$ cat src/rtl/prach_hb2_sched.sv
`default_nettype none
// ============================================================================
// Module      : prach_hb2_sched
// Description : Fixed round-robin TDM slot scheduler feeding the PRACH HB2 lanes.
// Revision    : 1.0
// ============================================================================
module prach_hb2_sched #(
    parameter int NUM_CH      = 4,
    parameter int SLOT_CYCLES = 2
) (
    input  logic                          clk,
    input  logic                          rst,
    input  logic                          enable,
    input  logic [NUM_CH-1:0]             ch_mask,
    input  logic [NUM_CH-1:0]             req_valid,
    output logic [NUM_CH-1:0]             req_ready,
    input  logic [NUM_CH-1:0][1:0][15:0]  req_dp1,
    input  logic [NUM_CH-1:0][1:0][15:0]  req_dp2,
    output logic [1:0][15:0]              din_dp1,
    output logic [1:0][15:0]              din_dp2,
    output logic                          din_dv,
    output logic [7:0]                    din_chn,
    output logic                          sync_in,
    output logic [NUM_CH-1:0]             underflow,
    input  logic                          underflow_clr,
    output logic                          busy
);

    localparam int CW = $clog2(NUM_CH);
    localparam int SW = (SLOT_CYCLES > 1) ? $clog2(SLOT_CYCLES) : 1;
    localparam logic [CW-1:0] c_ch_last   = CW'(NUM_CH - 1);
    localparam logic [SW-1:0] c_slot_last = SW'(SLOT_CYCLES - 1);

    typedef enum logic [1:0] {
        S_IDLE  = 2'd0,
        S_RUN   = 2'd1,
        S_DRAIN = 2'd2
    } state_t;

    state_t            r_state, w_state_nxt;
    logic [SW-1:0]     r_slot_cnt;
    logic [CW-1:0]     r_ch_idx;
    logic [NUM_CH-1:0] r_act_mask;

    logic              w_active, w_slot_start, w_slot_end, w_round_end;
    logic              w_grant, w_miss;
    logic [NUM_CH-1:0] w_sel, w_under_set;

    always_comb begin
        w_active     = (r_state != S_IDLE);
        w_slot_start = w_active && (r_slot_cnt == '0);
        w_slot_end   = (r_slot_cnt == c_slot_last);
        w_round_end  = w_slot_end && (r_ch_idx == c_ch_last);
        w_sel           = '0;
        w_sel[r_ch_idx] = 1'b1;
        w_grant      = w_slot_start && r_act_mask[r_ch_idx] && req_valid[r_ch_idx];
        w_miss       = w_slot_start && r_act_mask[r_ch_idx] && !req_valid[r_ch_idx];
        // A synchronous reset in flight must not pop a requester.
        req_ready    = (w_grant && !rst) ? w_sel : '0;
        w_under_set  = w_miss ? w_sel : '0;
    end

    always_comb begin
        w_state_nxt = r_state;
        case (r_state)
            S_IDLE:  if (enable) w_state_nxt = S_RUN;
            S_RUN:   if (!enable) w_state_nxt = w_round_end ? S_IDLE : S_DRAIN;
            S_DRAIN: if (w_round_end) w_state_nxt = enable ? S_RUN : S_IDLE;
            default: w_state_nxt = S_IDLE;
        endcase
    end

    always_ff @(posedge clk) begin
        if (rst) begin
            r_state    <= S_IDLE;
            r_slot_cnt <= '0;
            r_ch_idx   <= '0;
            r_act_mask <= '0;
        end else begin
            r_state <= w_state_nxt;
            if (!w_active) begin
                r_slot_cnt <= '0;
                r_ch_idx   <= '0;
                if (enable) r_act_mask <= ch_mask;
            end else begin
                r_slot_cnt <= w_slot_end ? '0 : r_slot_cnt + 1'b1;
                if (w_slot_end) r_ch_idx <= w_round_end ? '0 : r_ch_idx + 1'b1;
                if (w_round_end) r_act_mask <= ch_mask;
            end
        end
    end

    always_ff @(posedge clk) begin
        if (rst) begin
            din_dp1   <= '0;
            din_dp2   <= '0;
            din_dv    <= 1'b0;
            din_chn   <= '0;
            sync_in   <= 1'b0;
            underflow <= '0;
        end else begin
            din_dv    <= w_grant;
            sync_in   <= w_slot_start && (r_ch_idx == '0);
            // Set beats clear on the same bit.
            underflow <= (underflow & ~{NUM_CH{underflow_clr}}) | w_under_set;
            if (w_grant) begin
                din_dp1 <= req_dp1[r_ch_idx];
                din_dp2 <= req_dp2[r_ch_idx];
                din_chn <= 8'(r_ch_idx);
            end
        end
    end

    assign busy = (r_state != S_IDLE);

endmodule
`default_nettype wire

$ cat config.mk
export PLATFORM = sky130hd
export DESIGN_NAME = prach_hb2_sched
export DESIGN_NICKNAME = d
export VERILOG_FILES = /design/src/rtl/prach_hb2_sched.sv
export SDC_FILE = /design/constraint.sdc
export NUM_CORES = 1
export LEC_CHECK = 0
export BUFFER_PORTS_ARGS = -buffer_cell sky130_fd_sc_hd__buf_4
export CAP_MARGIN = 25
export CORE_AREA = 5 5 131 133
export DETAILED_ROUTE_END_ITERATION = 16
export DIE_AREA = 0 0 136 138
export GPL_TIMING_DRIVEN = 1
export PLACE_DENSITY = 0.73
export SLEW_MARGIN = 20
export SYNTH_ARGS = -nofsm -noshare
export SYNTH_HDL_FRONTEND = slang
export SYNTH_SLANG_ARGS = --single-unit
export TNS_END_PERCENT = 30
$ cat constraint.sdc
create_clock -name clk -period 1.7 [get_ports clk]
set_clock_uncertainty 0.05 [all_clocks]
set_input_delay 0.34 -clock clk [delete_from_list [all_inputs] [get_ports clk]]
set_output_delay 0.34 -clock clk [all_outputs]
set_load 0.005 [all_outputs]
==> run summary <==
critical path cell sequence: and2_4 > mux4_2 > nand2_4 > nor3b_1 > buf_4
Setup Viol. Count Final: 70
number of buffers added on ports: 344
Syn Inst Count: 466
Layout area overhead: 73.2%
CP peak stage delay: 500 ps
H-tree depth: 3
Sink Count: 81
Pleak: 3.56 nW
Fillers: 1,424
Clock Latency Late Sink: 340 ps
WL/cell: 19.9 um
Power Density: 591 nW/um2
CTS tree: yes
CP max stage cell: mux4_2
largest net degree at the start of global routing: 44
initial antenna violation count: 0
routability cong.: 0.856
Post-Place Cells: 1,007
area of the multi-input gates: 3130 um2
CTS buffer count: 9
drt pass-1 iters: 4
Yosys cell types: 36
area leader, netlist: dfxtp_1
die area: 18,800 um2
Synth area leaders: dfxtp_1, mux4_2, a21oi_1
crit path capture: req_ready[1]
Worst EP required: 1310 ps
post-place setup slack: -191 ps
worst endpoint data arrival time: 1610 ps
CP Launch Type: flop
via count: 5,383
clock-pin slew on the worst setup and hold paths: 70 ps
Max Slew Vio Count: 0
critical path depth: 5
Final Total Pwr: 5.08 mW
Total Routing Usage GR: 0.197
final worst slack: -297 ps
DR iter-0 viols: 264
Die W: 136 um
fin cells: 1,040
CP Capture Type: primary output
total gr overflow: 0
Vias per Instance: 5.18
Buf+Inv Stages, Crit Path: 1
register area: 1630 um2
register area share after synthesis: 0.326
max_cap viols: 0
Setup CP Type: reg2out
post-route ant nets: 0
routed wire length: 20.7 mm
unrepaired setup endpoints after global routing: yes
Post-synth EDFFs: 0
outcome: finished, violations left
Antenna Diode Count: 0
vias in the first global route: 5,492
Synth top area share: 0.326
initial core utilization: 0.316
Tmin final: 2000 ps
Core Rows: 46
cell family with most CP delay: multiplexers
Die H: 138 um
core area: 15,700 um2
maximum vdd drop: 0.412 mV
first-pass GRT wire length: 29.5 mm
Mapped Area: 4970 um2
setup tns final: -5700 ps
root buf cell: clkbuf_16
Synth Register Bits: 81
Syn Area/Cell: 10.7 um2
Worst Path Max Fanout: 5
Max clock buf depth: 2
ys flop type: dfxtp_1
CP Launch Point: r_act_mask[2]
CTS Hold Bufs: 0
Yosys warning total: 0
violated checks: setup timing
DRC viols: 0
ys async rst share: 0
layout cells sized above 1: 0.659
Reg2Reg Depth: 7
flop-to-flop setup slack: -150 ps
I/O Pins: 351
period utilization: 1.17
fmax: 0.501 GHz
worst r2r src: r_act_mask[2]
final hold violations: 0
Layout Nets: 1,091
RR Endpoint: din_chn[1]
DP Wirelength: 15.5 mm
Worst Hold Class: in2reg
[what timing repair did]
item,CTS,global route
setup endpoints to repair,6,73
gates resized for setup,10,34
gates cloned,0,9
pin swaps,1,4
setup buffers,5,4
endpoints found under the hold margin,0,0
[cells in the final DEF (no fill, tap or decap), types with 5 or more instances in the layout]
cell,count
mux2i_1,6
nor2_1,7
mux4_2,66
a21oi_1,63
dfxtp_1,76
nand3_2,13
buf_4,372
o21ai_2,32
nand2_1,8
inv_1,5
buf_12,13
conb_1,6
clkbuf_16,14
nand3_1,51
o21ai_1,31
nor3_1,5
[layer usage]
metal	track usage	wire length (um)	vias to the layer above
met5	0	0	-
met4	0.0721	572	0
met3	0.0381	1550	34
met2	0.345	10800	242
met1	0.238	7770	2614
li1	-	-	2493
[worst min path at each step]
stage,start,end,slack [ps],depth (start not counted)
6_report,ch_mask[0],r_act_mask[0],180,3
5_1_grt,ch_mask[3],r_act_mask[3],200,3
4_1_cts,ch_mask[0],r_act_mask[0],160,3
3_5_place_dp,din_dp2[1],din_dp2[1],400,2
3_3_place_gp,din_dp2[5],din_dp2[5],400,2
2_1_floorplan,din_dp1[15],din_dp1[15],410,2
[through the flow]
stage                     instance area [um2]  hold WS, ps   util
after floorplan                          5000          410      -
after global placement                   7920          398  0.504
after detailed placement                 7920          404  0.504
after CTS                                8270          164  0.526
after global routing                     8610          198  0.548
final                                    8610          179  0.548
[flip-flops by register name (all words and copies together) (netlist names)]
name        flops
r_slot_cnt      1
din_dp1        32
din_chn         2
din_dp2        32
r_ch_idx        2
r_state         2
din_dv          1
sync_in         1
r_act_mask      4
underflow       4
[cell type report]
| cell class | count | area share |
|---|---|---|
| timing repair buffer | 396 | 0.378 |
| multi-input combinational | 325 | 0.363 |
| sequential | 81 | 0.190 |
| tap | 216 | 0.0314 |
| clock buffer | 11 | 0.0282 |
| clock inverter | 5 | 0.00640 |
| inverter | 6 | 0.00291 |
[power breakdown]
group          internal (mW)  leakage (nW)  switching, mW
Sequential              1.93         0.657         0.0240
Combinational          0.706          2.76          0.450
Clock                   1.17         0.142          0.801
Total                   3.81          3.56           1.28
[logic make-up (layout without fill, tap and decap cells)]
logic type,after synthesis,in the layout,synth area share
DFF,81,81,0.326
other,1,6,0.000755
AOI/OAI and AO/OA,143,143,0.169
and+or+nand+nor,99,99,0.109
adders and majority gates,4,4,0.0101
muxes,73,73,0.314
buffers and inverters,65,418,0.0713
[synthesized netlist by cell type (2+ instances only)]
cell and instances:
a21oi_1 65, a22o_1 4, a32o_1 2, and2_1 4, buf_1 2, buf_2 13
buf_4 11, buf_6 7, clkbuf_1 26, dfxtp_1 81, ha_1 4, inv_1 5
mux2i_1 6, mux4_2 66, nand2_1 10, nand3_1 54, nand3_2 10, nor2_1 8
nor3_1 5, nor3b_1 4, o21ai_0 6, o21ai_1 40, o21ai_2 20
[worst register-to-register path: stages (launching register included)]
cell and delay (ps):
dfxtp_2 330, and2_4 130, mux4_2 500, buf_4 170
buf_8 140, buf_12 170, a21oi_2 180, a32o_1 130
Power figures use the tool's default switching activity.
